$ cat src/rtl/dec_ctrl_hazard_if.sv
// Decode-stage bus: instruction and operand sources toward decode, decoded controls and
// forwarded operands back toward the register file / ID-EX register.
interface dec_ctrl_hazard_if;
  localparam int unsigned XLEN = 32;
  localparam int unsigned RAW  = 5;
  localparam int unsigned ALUW = 5;
  localparam int unsigned BRW  = 4;

  logic [XLEN-1:0] inst;
  logic [XLEN-1:0] rf_rd1;
  logic [XLEN-1:0] rf_rd2;
  logic [XLEN-1:0] aluOutE;
  logic [XLEN-1:0] resM;
  logic [XLEN-1:0] rstW;

  logic [XLEN-1:0] rd1;
  logic [XLEN-1:0] rd2;
  logic [XLEN-1:0] num;
  logic [RAW-1:0]  wra;
  logic [ALUW-1:0] aluOP;
  logic [BRW-1:0]  brOP;
  logic            sA0;
  logic            sA;
  logic            sB;
  logic            sWRD;
  logic            sByte;
  logic            dMemWe;
  logic            regWe;
  logic            pause;

  modport master (
    output inst, rf_rd1, rf_rd2, aluOutE, resM, rstW,
    input  rd1, rd2, num, wra, aluOP, brOP, sA0, sA, sB, sWRD, sByte, dMemWe, regWe, pause
  );

  modport slave (
    input  inst, rf_rd1, rf_rd2, aluOutE, resM, rstW,
    output rd1, rd2, num, wra, aluOP, brOP, sA0, sA, sB, sWRD, sByte, dMemWe, regWe, pause
  );
endinterface

$ cat src/rtl/dec_ctrl_hazard.sv
// Decode-stage control: instruction decode, immediate extension, operand forwarding and
// load-use stall, with an internal E/M/W destination tracker.
module dec_ctrl_hazard (
  input  logic             clk,
  input  logic             rstn,
  dec_ctrl_hazard_if.slave bus
);
  localparam int unsigned XLEN = 32;
  localparam int unsigned RAW  = 5;
  localparam int unsigned OPW  = 6;
  localparam int unsigned ALUW = 5;
  localparam int unsigned BRW  = 4;
  localparam int unsigned IMMW = 16;

  localparam logic [OPW-1:0] OP_SPECIAL = 6'h00;
  localparam logic [OPW-1:0] OP_REGIMM  = 6'h01;
  localparam logic [OPW-1:0] OP_J       = 6'h02;
  localparam logic [OPW-1:0] OP_JAL     = 6'h03;
  localparam logic [OPW-1:0] OP_BEQ     = 6'h04;
  localparam logic [OPW-1:0] OP_BNE     = 6'h05;
  localparam logic [OPW-1:0] OP_BLEZ    = 6'h06;
  localparam logic [OPW-1:0] OP_BGTZ    = 6'h07;
  localparam logic [OPW-1:0] OP_ADDI    = 6'h08;
  localparam logic [OPW-1:0] OP_ADDIU   = 6'h09;
  localparam logic [OPW-1:0] OP_SLTI    = 6'h0A;
  localparam logic [OPW-1:0] OP_SLTIU   = 6'h0B;
  localparam logic [OPW-1:0] OP_ANDI    = 6'h0C;
  localparam logic [OPW-1:0] OP_ORI     = 6'h0D;
  localparam logic [OPW-1:0] OP_XORI    = 6'h0E;
  localparam logic [OPW-1:0] OP_LUI     = 6'h0F;
  localparam logic [OPW-1:0] OP_LB      = 6'h20;
  localparam logic [OPW-1:0] OP_LW      = 6'h23;
  localparam logic [OPW-1:0] OP_SB      = 6'h28;
  localparam logic [OPW-1:0] OP_SW      = 6'h2B;

  localparam logic [OPW-1:0] FN_SLL  = 6'h00;
  localparam logic [OPW-1:0] FN_SRL  = 6'h02;
  localparam logic [OPW-1:0] FN_SRA  = 6'h03;
  localparam logic [OPW-1:0] FN_SLLV = 6'h04;
  localparam logic [OPW-1:0] FN_SRLV = 6'h06;
  localparam logic [OPW-1:0] FN_SRAV = 6'h07;
  localparam logic [OPW-1:0] FN_JR   = 6'h08;
  localparam logic [OPW-1:0] FN_JALR = 6'h09;
  localparam logic [OPW-1:0] FN_ADD  = 6'h20;
  localparam logic [OPW-1:0] FN_ADDU = 6'h21;
  localparam logic [OPW-1:0] FN_SUB  = 6'h22;
  localparam logic [OPW-1:0] FN_SUBU = 6'h23;
  localparam logic [OPW-1:0] FN_AND  = 6'h24;
  localparam logic [OPW-1:0] FN_OR   = 6'h25;
  localparam logic [OPW-1:0] FN_XOR  = 6'h26;
  localparam logic [OPW-1:0] FN_NOR  = 6'h27;
  localparam logic [OPW-1:0] FN_SLT  = 6'h2A;
  localparam logic [OPW-1:0] FN_SLTU = 6'h2B;

  localparam logic [ALUW-1:0] ALU_ADD  = 5'd0;
  localparam logic [ALUW-1:0] ALU_SUB  = 5'd1;
  localparam logic [ALUW-1:0] ALU_AND  = 5'd2;
  localparam logic [ALUW-1:0] ALU_OR   = 5'd3;
  localparam logic [ALUW-1:0] ALU_XOR  = 5'd4;
  localparam logic [ALUW-1:0] ALU_NOR  = 5'd5;
  localparam logic [ALUW-1:0] ALU_SLT  = 5'd6;
  localparam logic [ALUW-1:0] ALU_SLTU = 5'd7;
  localparam logic [ALUW-1:0] ALU_SLL  = 5'd8;
  localparam logic [ALUW-1:0] ALU_SRL  = 5'd9;
  localparam logic [ALUW-1:0] ALU_SRA  = 5'd10;
  localparam logic [ALUW-1:0] ALU_LUI  = 5'd11;
  localparam logic [ALUW-1:0] ALU_LINK = 5'd12;

  localparam logic [BRW-1:0] BR_NONE = 4'd0;
  localparam logic [BRW-1:0] BR_BEQ  = 4'd1;
  localparam logic [BRW-1:0] BR_BNE  = 4'd2;
  localparam logic [BRW-1:0] BR_BLEZ = 4'd3;
  localparam logic [BRW-1:0] BR_BGTZ = 4'd4;
  localparam logic [BRW-1:0] BR_BLTZ = 4'd5;
  localparam logic [BRW-1:0] BR_BGEZ = 4'd6;
  localparam logic [BRW-1:0] BR_J    = 4'd7;
  localparam logic [BRW-1:0] BR_JAL  = 4'd8;
  localparam logic [BRW-1:0] BR_JR   = 4'd9;
  localparam logic [BRW-1:0] BR_JALR = 4'd10;

  localparam logic [RAW-1:0] REG_ZERO = 5'd0;
  localparam logic [RAW-1:0] REG_RA   = 5'd31;

  typedef struct packed {
    logic [RAW-1:0] wra;
    logic           we;
    logic           load;
  } trk_t;

  logic [OPW-1:0]  op;
  logic [OPW-1:0]  funct;
  logic [RAW-1:0]  rs;
  logic [RAW-1:0]  rt;
  logic [RAW-1:0]  rd;
  logic [RAW-1:0]  shamt;
  logic [IMMW-1:0] imm16;

  assign op    = bus.inst[31:26];
  assign rs    = bus.inst[25:21];
  assign rt    = bus.inst[20:16];
  assign rd    = bus.inst[15:11];
  assign shamt = bus.inst[10:6];
  assign funct = bus.inst[5:0];

  logic [ALUW-1:0] alu_op;
  logic [BRW-1:0]  br_op;
  logic [RAW-1:0]  wra;
  logic            s_a0;
  logic            s_a;
  logic            s_b;
  logic            s_wrd;
  logic            s_byte;
  logic            dmem_we;
  logic            reg_we;
  logic            is_load;
  logic            s_imme;
  logic            sign_ext;

  // Instruction decode; anything not recognised leaves every control at zero (NOP).
  always_comb begin
    alu_op   = ALU_ADD;
    br_op    = BR_NONE;
    wra      = REG_ZERO;
    s_a0     = 1'b0;
    s_a      = 1'b0;
    s_b      = 1'b0;
    s_wrd    = 1'b0;
    s_byte   = 1'b0;
    dmem_we  = 1'b0;
    reg_we   = 1'b0;
    is_load  = 1'b0;
    s_imme   = 1'b0;
    sign_ext = 1'b0;
    case (op)
      OP_SPECIAL: begin
        case (funct)
          FN_ADD, FN_ADDU: begin alu_op = ALU_ADD;  reg_we = 1'b1; wra = rd; end
          FN_SUB, FN_SUBU: begin alu_op = ALU_SUB;  reg_we = 1'b1; wra = rd; end
          FN_AND:          begin alu_op = ALU_AND;  reg_we = 1'b1; wra = rd; end
          FN_OR:           begin alu_op = ALU_OR;   reg_we = 1'b1; wra = rd; end
          FN_XOR:          begin alu_op = ALU_XOR;  reg_we = 1'b1; wra = rd; end
          FN_NOR:          begin alu_op = ALU_NOR;  reg_we = 1'b1; wra = rd; end
          FN_SLT:          begin alu_op = ALU_SLT;  reg_we = 1'b1; wra = rd; end
          FN_SLTU:         begin alu_op = ALU_SLTU; reg_we = 1'b1; wra = rd; end
          FN_SLL: begin
            alu_op = ALU_SLL; s_imme = 1'b1; s_a0 = 1'b1; s_b = 1'b1; reg_we = 1'b1; wra = rd;
          end
          FN_SRL: begin
            alu_op = ALU_SRL; s_imme = 1'b1; s_a0 = 1'b1; s_b = 1'b1; reg_we = 1'b1; wra = rd;
          end
          FN_SRA: begin
            alu_op = ALU_SRA; s_imme = 1'b1; s_a0 = 1'b1; s_b = 1'b1; reg_we = 1'b1; wra = rd;
          end
          FN_SLLV: begin alu_op = ALU_SLL; s_a0 = 1'b1; reg_we = 1'b1; wra = rd; end
          FN_SRLV: begin alu_op = ALU_SRL; s_a0 = 1'b1; reg_we = 1'b1; wra = rd; end
          FN_SRAV: begin alu_op = ALU_SRA; s_a0 = 1'b1; reg_we = 1'b1; wra = rd; end
          FN_JR:   begin br_op = BR_JR; end
          FN_JALR: begin
            br_op = BR_JALR; alu_op = ALU_LINK; s_a = 1'b1; reg_we = 1'b1; wra = rd;
          end
          default: begin end
        endcase
      end
      OP_REGIMM: begin
        if (rt == 5'd0) begin
          br_op = BR_BLTZ; sign_ext = 1'b1;
        end else if (rt == 5'd1) begin
          br_op = BR_BGEZ; sign_ext = 1'b1;
        end
      end
      OP_J:   br_op = BR_J;
      OP_JAL: begin
        br_op = BR_JAL; alu_op = ALU_LINK; s_a = 1'b1; reg_we = 1'b1; wra = REG_RA;
      end
      OP_BEQ:  begin br_op = BR_BEQ;  sign_ext = 1'b1; end
      OP_BNE:  begin br_op = BR_BNE;  sign_ext = 1'b1; end
      OP_BLEZ: begin br_op = BR_BLEZ; sign_ext = 1'b1; end
      OP_BGTZ: begin br_op = BR_BGTZ; sign_ext = 1'b1; end
      OP_ADDI, OP_ADDIU: begin
        alu_op = ALU_ADD; sign_ext = 1'b1; s_b = 1'b1; reg_we = 1'b1; wra = rt;
      end
      OP_SLTI:  begin alu_op = ALU_SLT;  sign_ext = 1'b1; s_b = 1'b1; reg_we = 1'b1; wra = rt; end
      OP_SLTIU: begin alu_op = ALU_SLTU; sign_ext = 1'b1; s_b = 1'b1; reg_we = 1'b1; wra = rt; end
      OP_ANDI:  begin alu_op = ALU_AND; s_b = 1'b1; reg_we = 1'b1; wra = rt; end
      OP_ORI:   begin alu_op = ALU_OR;  s_b = 1'b1; reg_we = 1'b1; wra = rt; end
      OP_XORI:  begin alu_op = ALU_XOR; s_b = 1'b1; reg_we = 1'b1; wra = rt; end
      OP_LUI:   begin alu_op = ALU_LUI; s_b = 1'b1; reg_we = 1'b1; wra = rt; end
      OP_LW, OP_LB: begin
        alu_op = ALU_ADD; s_b = 1'b1; sign_ext = 1'b1; s_wrd = 1'b1; is_load = 1'b1;
        reg_we = 1'b1; wra = rt; s_byte = (op == OP_LB);
      end
      OP_SW, OP_SB: begin
        alu_op = ALU_ADD; s_b = 1'b1; sign_ext = 1'b1; dmem_we = 1'b1; s_byte = (op == OP_SB);
      end
      default: begin end
    endcase
  end

  // Shift amount travels through the immediate path as a small unsigned value.
  logic [IMMW-1:0] imm_sel;
  logic [XLEN-1:0] num_c;

  always_comb begin
    imm_sel = s_imme ? {11'b0, shamt} : imm16;
    num_c   = sign_ext ? {{(XLEN-IMMW){imm_sel[IMMW-1]}}, imm_sel}
                       : {{(XLEN-IMMW){1'b0}}, imm_sel};
  end

  assign imm16 = bus.inst[15:0];

  trk_t trk_e;
  trk_t trk_m;
  trk_t trk_w;
  trk_t trk_e_nxt;
  logic pause_c;

  // A stalled instruction enters E as a bubble so it is not seen as a producer twice.
  always_comb begin
    trk_e_nxt = '0;
    if (!pause_c) begin
      trk_e_nxt.wra  = wra;
      trk_e_nxt.we   = reg_we && (wra != REG_ZERO);
      trk_e_nxt.load = is_load;
    end
  end

  always_ff @(posedge clk or negedge rstn) begin
    if (!rstn) begin
      trk_e <= '0;
      trk_m <= '0;
      trk_w <= '0;
    end else begin
      trk_w <= trk_m;
      trk_m <= trk_e;
      trk_e <= trk_e_nxt;
    end
  end

  function automatic logic fwd_hit(input trk_t t, input logic [RAW-1:0] r);
    fwd_hit = t.we && (t.wra == r);
  endfunction

  logic [XLEN-1:0] rd1_c;
  logic [XLEN-1:0] rd2_c;

  // Youngest producer wins; $0 is never forwarded.
  always_comb begin
    rd1_c = bus.rf_rd1;
    if (rs != REG_ZERO) begin
      if (fwd_hit(trk_e, rs))      rd1_c = bus.aluOutE;
      else if (fwd_hit(trk_m, rs)) rd1_c = bus.resM;
      else if (fwd_hit(trk_w, rs)) rd1_c = bus.rstW;
    end
  end

  always_comb begin
    rd2_c = bus.rf_rd2;
    if (rt != REG_ZERO) begin
      if (fwd_hit(trk_e, rt))      rd2_c = bus.aluOutE;
      else if (fwd_hit(trk_m, rt)) rd2_c = bus.resM;
      else if (fwd_hit(trk_w, rt)) rd2_c = bus.rstW;
    end
  end

  // Load data is not ready until M, so a consumer directly behind a load waits one cycle.
  always_comb begin
    pause_c = trk_e.load && trk_e.we &&
              (((rs != REG_ZERO) && (trk_e.wra == rs)) ||
               ((rt != REG_ZERO) && (trk_e.wra == rt)));
  end

  assign bus.rd1    = rd1_c;
  assign bus.rd2    = rd2_c;
  assign bus.num    = num_c;
  assign bus.wra    = wra;
  assign bus.aluOP  = alu_op;
  assign bus.brOP   = br_op;
  assign bus.sA0    = s_a0;
  assign bus.sA     = s_a;
  assign bus.sB     = s_b;
  assign bus.sWRD   = s_wrd;
  assign bus.sByte  = s_byte;
  assign bus.dMemWe = dmem_we;
  assign bus.regWe  = reg_we;
  assign bus.pause  = pause_c;
endmodule

$ cat src/flat_wrapper.sv
// flat-port wrapper written by rule: the top's interface ports become plain ports
module dec_ctrl_hazard_flat 
  (clk, rstn, bus_inst, bus_rf_rd1, bus_rf_rd2, bus_aluOutE, bus_resM, bus_rstW, bus_rd1, bus_rd2, bus_num, bus_wra, bus_aluOP, bus_brOP, bus_sA0, bus_sA, bus_sB, bus_sWRD, bus_sByte, bus_dMemWe, bus_regWe, bus_pause);
  dec_ctrl_hazard_if bus_i ();
  input  logic clk;
  input  logic rstn;
  input wire logic [$bits(bus_i.inst)-1:0] bus_inst;
  input wire logic [$bits(bus_i.rf_rd1)-1:0] bus_rf_rd1;
  input wire logic [$bits(bus_i.rf_rd2)-1:0] bus_rf_rd2;
  input wire logic [$bits(bus_i.aluOutE)-1:0] bus_aluOutE;
  input wire logic [$bits(bus_i.resM)-1:0] bus_resM;
  input wire logic [$bits(bus_i.rstW)-1:0] bus_rstW;
  output wire logic [$bits(bus_i.rd1)-1:0] bus_rd1;
  output wire logic [$bits(bus_i.rd2)-1:0] bus_rd2;
  output wire logic [$bits(bus_i.num)-1:0] bus_num;
  output wire logic [$bits(bus_i.wra)-1:0] bus_wra;
  output wire logic [$bits(bus_i.aluOP)-1:0] bus_aluOP;
  output wire logic [$bits(bus_i.brOP)-1:0] bus_brOP;
  output wire logic [$bits(bus_i.sA0)-1:0] bus_sA0;
  output wire logic [$bits(bus_i.sA)-1:0] bus_sA;
  output wire logic [$bits(bus_i.sB)-1:0] bus_sB;
  output wire logic [$bits(bus_i.sWRD)-1:0] bus_sWRD;
  output wire logic [$bits(bus_i.sByte)-1:0] bus_sByte;
  output wire logic [$bits(bus_i.dMemWe)-1:0] bus_dMemWe;
  output wire logic [$bits(bus_i.regWe)-1:0] bus_regWe;
  output wire logic [$bits(bus_i.pause)-1:0] bus_pause;
  assign bus_i.inst = bus_inst;
  assign bus_i.rf_rd1 = bus_rf_rd1;
  assign bus_i.rf_rd2 = bus_rf_rd2;
  assign bus_i.aluOutE = bus_aluOutE;
  assign bus_i.resM = bus_resM;
  assign bus_i.rstW = bus_rstW;
  assign bus_rd1 = bus_i.rd1;
  assign bus_rd2 = bus_i.rd2;
  assign bus_num = bus_i.num;
  assign bus_wra = bus_i.wra;
  assign bus_aluOP = bus_i.aluOP;
  assign bus_brOP = bus_i.brOP;
  assign bus_sA0 = bus_i.sA0;
  assign bus_sA = bus_i.sA;
  assign bus_sB = bus_i.sB;
  assign bus_sWRD = bus_i.sWRD;
  assign bus_sByte = bus_i.sByte;
  assign bus_dMemWe = bus_i.dMemWe;
  assign bus_regWe = bus_i.regWe;
  assign bus_pause = bus_i.pause;
  dec_ctrl_hazard u_core (.clk(clk), .rstn(rstn), .bus(bus_i));
endmodule
$ cat config.mk
export PLATFORM = sky130hd
export DESIGN_NAME = dec_ctrl_hazard_flat
export DESIGN_NICKNAME = d
export VERILOG_FILES = /design/src/rtl/dec_ctrl_hazard_if.sv /design/src/rtl/dec_ctrl_hazard.sv /design/src/flat_wrapper.sv
export SDC_FILE = /design/constraint.sdc
export NUM_CORES = 1
export LEC_CHECK = 0
export BUFFER_PORTS_ARGS = -buffer_cell sky130_fd_sc_hd__buf_2
export CORE_AREA = 10 10 112 114
export DETAILED_ROUTE_END_ITERATION = 10
export DIE_AREA = 0 0 122 124
export GPL_TIMING_DRIVEN = 0
export PLACE_DENSITY = 0.83
export SYNTH_ARGS = -nofsm -noshare
export SYNTH_HDL_FRONTEND = slang
export SYNTH_SLANG_ARGS = --single-unit
$ cat constraint.sdc
create_clock -name clk -period 4.5 [get_ports clk]
set_input_delay 0.225 -clock clk [delete_from_list [all_inputs] [get_ports clk]]
set_output_delay 0.225 -clock clk [all_outputs]
set_load 0.01 [all_outputs]
; ---- Word level (Yosys, flattened, before mapping)
; Cells that the tools add are included.
[word_totals]
regBits = 19
latch_bits = 0
ram_bits = 0
romBits = 0
input_bits = 194
output_inout_bits = 118
wordCells = 115
mem_count = 0
[classes]
add_sub_neg = 0
mul = 0
div = 0
n_lt_le_gt_ge = 0
eq_ne = 43
shift = 0
n_mux = 34
bitwise = 0
reduce_logical = 31
[ops]
columns = operator, count
row1 = $mux 32, 9
row2 = $eq 6x6->1 const B, 14
row3 = $eq 6x4->1 const B, 10
row4 = $pmux 4 s11, 1
row5 = $eq 6x3->1 const B, 7
row6 = $pmux 5 s8, 1
row7 = $pmux 4 s8, 1
row8 = $eq 5x5->1, 6
row9 = $eq 6x2->1 const B, 4
row10 = $reduce_or 12->1, 2
row11 = $reduce_or 17->1, 1
row12 = $mux 16, 1
row13 = $pmux 5 s3, 1
row14 = $reduce_bool 5->1, 3
row15 = $logic_not 6->1, 2
row16 = $reduce_or 2->1, 6
row17 = $logic_and 1x1->1, 11
row18 = $reduce_or 11->1, 1
row19 = $mux 1, 10
row20 = $pmux 1 s2, 5
row21 = $reduce_or 10->1, 1
row22 = $pmux 4 s2, 1
row23 = $mux 7, 1
row24 = $eq 6x1->1 const B, 1
row25 = other kinds (8), 8

; ---- Longest topological paths before layout
[logic_depth]
ltp_word = 7
depth_mapped = 8
depth_no_buf = 5

; ---- Worst setup path before layout
; Ideal clock, no wire load.
[synth_timing]
path_type = input -> output
from = input port bus_inst[27]
to = output port bus_num[17]
arrival_time_ns = 2.635
t_required_ns = 4.275
setup_slack_ns = 1.640
cell_stages = 8
path_cell_list = clkbuf_1 > nor3_2 > nand2_1 > a2111oi_4 > and2b_2 > buf_4 > nor3b_1 > buf_4
[synth_between]
elab_chain_cells = 4
elab_cells_between_ends = 19
[synth_rtl]
columns = element, line
row1 = from (decl), flat_wrapper.sv:7  ; input wire logic [$bits(bus_i.inst)-1:0] bus_inst;
row2 = "$eq 6x3->1, or another cell as far along", dec_ctrl_hazard.sv:134  ; case (op)
row3 = $reduce_or 12->1 (no source line) or $mux 1 (tied branches), n/a
row4 = $pmux 1 s2 or $mux 16 (tied branches), "dec_ctrl_hazard.sv:134, dec_ctrl_hazard.sv:204"
row5 = $mux 32 (*), dec_ctrl_hazard.sv:205  ; num_c = sign_ext ? {{(XLEN-IMMW){imm_sel[IMMW-1]}}, imm_sel}
row6 = to (decl), flat_wrapper.sv:15  ; output wire logic [$bits(bus_i.num)-1:0] bus_num;
; Mark *: on every way between the ends. The rest lies on a longest branch, timed or not.

; ---- Worst setup path in the final report
[layout_timing]
from = register u_core.trk_e[6] in the netlist's numbering
to = output port bus_rd2[21]
[layout_between]
elab_chain_cells = 4
[layout_rtl]
columns = element, line
row1 = from (decl), dec_ctrl_hazard.sv:211  ; trk_t trk_e;
row2 = from (signal assigned), dec_ctrl_hazard.sv:235  ; trk_e <= trk_e_nxt;
row3 = $eq 5x5->1, dec_ctrl_hazard.sv:240  ; fwd_hit = t.we && (t.wra == r);
row4 = $logic_and 1x1->1, dec_ctrl_hazard.sv:240
row5 = $mux 32, dec_ctrl_hazard.sv:259  ; if (fwd_hit(trk_e, rt)) rd2_c = bus.aluOutE;
row6 = $mux 32, dec_ctrl_hazard.sv:258  ; if (rt != REG_ZERO) begin
row7 = to (decl), flat_wrapper.sv:14  ; output wire logic [$bits(bus_i.rd2)-1:0] bus_rd2;
; Every way passes these cells.

==> flow_metrics.env <==
export IMPL_viasPerCell=6.12
export IMPL_clk_latency_ns=0.26
export IMPL_peakVddDrop_v=0.0000873
export IMPL_min_period_ns=2.80
export IMPL_async_flop_share_pct=100
export IMPL_dr_pass1_iters=6
export IMPL_cts_sinks=19
export IMPL_fp_dieH_um=124
export IMPL_syn_area_mm2=0.00438
export IMPL_slowest_delay_ns=0.73
export IMPL_synthXorXnorAreaFrac_pct=6.59
export IMPL_timing_fmax_mhz=357
export IMPL_dp_worst_setup_slack_ns=1.22
export IMPL_final_util_pct=59.9
export IMPL_switching_share_pct=41.3
export IMPL_fin_skew_ns=0.00364
export IMPL_tightest_slew_ns=0.926
export IMPL_synth_area_leaders="a211oi_1, dfrtp_1, and3_1"
export IMPL_post_synth_top_area_cell="a211oi_1"
export IMPL_route_met3_wl_mm=2.69
export IMPL_period_share_pct=62.3
export IMPL_grt_antenna_before_repair=4
export IMPL_syn_nets=794
export IMPL_path_clk_slew_ns=0.07
export IMPL_max_slew_margin_pct=37.7
export IMPL_outcome="completed"
export IMPL_grt_start_max_net_pins=20
export IMPL_seqPwrFrac_pct=25.8
export IMPL_cp_end_kind="output port"
export IMPL_max_cap_violations=0
export IMPL_timing_final_ws_setup_ns=1.70
export IMPL_ant_nets=0
export IMPL_portBuffers=300
export IMPL_p_per_area_mw_per_mm2=117
export IMPL_cts_buffer_depth=2
export IMPL_wirelength_mm=22.8
export IMPL_fin_nets=1100
export IMPL_cp_cell_sequence="xnor2_1 -> nand3_1 -> nor4_1 -> buf_2 -> a22oi_1 -> o21ai_1 -> buf_2"
export IMPL_critPathKind="reg -> out"
export IMPL_root_buffer="clkbuf_8"
export IMPL_synth_seq_area_share_pct=10.8
export IMPL_yosysUniqueCellTypes=61
export IMPL_cp_max_fo=10
export IMPL_rsz0062_at_grt="false"
export IMPL_synth_top_family_by_area="compound AO/OA/AOI/OAI gates"
export IMPL_syn_area_per_cell_um2=7.30
export IMPL_min_path_type="in -> reg"
export IMPL_ys_warn_count=0
export IMPL_ys_ff_latch=19
export IMPL_comb_power_share_pct=57.5
export IMPL_tritoncts="yes"
export IMPL_power_mw=0.719
export IMPL_fp_dieArea_mm2=0.0151
export IMPL_synth_mux_area_fraction_pct=0.971
export IMPL_dpl_hpwl_mm=18.2
export IMPL_grtUsageTotal_pct=27.3
export IMPL_via_count=6392
export IMPL_row_count=37
export IMPL_synthFlopType="dfrtp_1"
export IMPL_critPathLaunchType="register"
export IMPL_crit_slowest_cell="nor4_1"
export IMPL_grt_overflow_total=0
export IMPL_grt_pass1_wl_mm=33.6
export IMPL_drt_iter0_markers=917
export IMPL_cts_buffers=3
export IMPL_start_util_pct=42.8
export IMPL_top_layer="met5"
export IMPL_arrival_ns=2.58
export IMPL_wl_per_cell_um=21.8
export IMPL_synth_edf_count=0
export IMPL_htreeDepth=1
export IMPL_final_cells=1044
export IMPL_dp_cells=1036
export IMPL_grt_pass1_vias=6107
export IMPL_yosysTopAreaCellShare_pct=11.1
export IMPL_crit_top_cell="buf_2"
export IMPL_p_leak_nw=3.09
export IMPL_finalSetupViolCount=0
export IMPL_layout_common_cells="buf_2, o21ai_0, and3_1"
export IMPL_drt_met1_wl_mm=8.31
export IMPL_io_pins=312
export IMPL_p_int_mw=0.422
export IMPL_postSynthCellCount=600
export IMPL_synth_fa_ha_area_share_pct=0
export IMPL_fin_setup_tns_ns=0
export IMPL_met2_length_mm=11.2
export IMPL_drive_gt1_share_pct=43.8
export IMPL_fp_dieW_um=122
export IMPL_final_common_cell="buf_2"
export IMPL_cp_required_ns=4.28
export IMPL_slew_viol_final=0
export IMPL_clkPwrFrac_pct=16.7
export IMPL_core_mm2=0.0102
export IMPL_synth_compound_area_share_pct=47.0
export IMPL_p_switching_mw=0.297
export IMPL_place_congestion=1.02
export IMPL_areaGrowthSynthToFinish_pct=39.7
export IMPL_drcViolationCount=0
export IMPL_synth_simple_area_share_pct=22.6
export IMPL_hold_viol=0
[cell type report]
cell class | count | area, um^2
Fill cell | 1006 | 4110
Multi-Input combinational cell | 488 | 3390
Timing Repair Buffer | 301 | 1510
Buffer | 83 | 484
Sequential cell | 19 | 475
Tap cell | 136 | 170
Clock buffer | 3 | 41.3
Inverter | 10 | 37.5
Antenna cell | 3 | 7.51
Clock inverter | 1 | 5.00
[power groups by stage]
stage | clock, mW | combinational (mW) | sequential (mW)
after CTS | 0.123 | 0.409 | 0.185
after global placement | 0 | 0.403 | 0.188
after global routing | 0.130 | 0.446 | 0.186
after floorplan | 0 | 0.193 | 0.187
after detailed placement | 0 | 0.407 | 0.188
final | 0.120 | 0.414 | 0.185
[cells in the mapped netlist, types with 3 or more instances]
master,n
o21ai_0,74
and3_1,68
a211oi_1,65
o21ai_1,60
clkbuf_1,41
a22oi_1,35
a22oi_2,30
xor2_1,23
dfrtp_1,19
buf_2,18
buf_4,17
nor2b_1,16
nor2_1,12
nand2_1,11
inv_1,10
xnor2_1,10
a21oi_1,7
nand3_1,6
nor3_1,6
a21o_1,5
nand2b_1,5
nor4_1,5
buf_12,3
clkbuf_8,3
or3_1,3
[state kept, by name, summed over array words and instances, names as in the netlist]
| register | flops |
|---|---|
| u_core.trk_e | 7 |
| u_core.trk_w | 6 |
| u_core.trk_m | 6 |
[cell families after synthesis]
logic type,after synthesis
multiplexers,4
flip-flops,19
XOR/XNOR,33
buffers and inverters,93
AO/OA/AOI/OAI,296
other,1
AND/OR/NAND/NOR,154
[path summary, 6_finish.rpt]
| check | endpoint | cells after the start | slack [ns] | start |
|---|---|---|---|---|
| setup / recovery | bus_rd2[21] | 7 | 1.70 | u_core.trk_e[6] |
| hold / removal | u_core.trk_e[5] | 3 | 0.34 | bus_inst[14] |
| setup reg to reg | u_core.trk_e[0] | 5 | 2.80 | u_core.trk_e[6] |
| hold reg to reg | u_core.trk_w[1] | 0 | 0.43 | u_core.trk_m[1] |
| max in group asynchronous | u_core.trk_w[2] | 2 | 3.77 | rstn |
| min in group asynchronous | u_core.trk_w[4] | 2 | 0.43 | rstn |
[through the flow]
stage	hold WS, ns	area, um^2
2_1_floorplan	-0.0706	4380
3_3_place_gp	0.175	6050
3_5_place_dp	0.177	6050
4_1_cts	0.344	6110
5_1_grt	0.362	6120
6_report	0.344	6120
[layer usage]
layer / GRT usage [%] / vias to the layer above
li1: - / 2912
met1: 32.2 / 2963
met2: 47.6 / 455
met3: 7.56 / 60
met4: 7.45 / 2
met5: 0 / -
[critical path: cells and delay by family (launching register included)]
family	cells	cell delay, ns
DFF	1	0.41
buffers and inverters	2	0.58
xor gates and xnor gates	1	0.16
and+or+nand+nor	2	0.88
AOI/OAI and AO/OA	2	0.27
[repair_timing]
| action | in CTS | in global routing |
|---|---|---|
| resized for setup | 0 | 0 |
| hold buffers | 1 | 0 |
| hold endpoints to repair | 19 | 0 |
| buffers inserted | 0 | 0 |
Note: power is estimated with default switching activity, not from simulation.
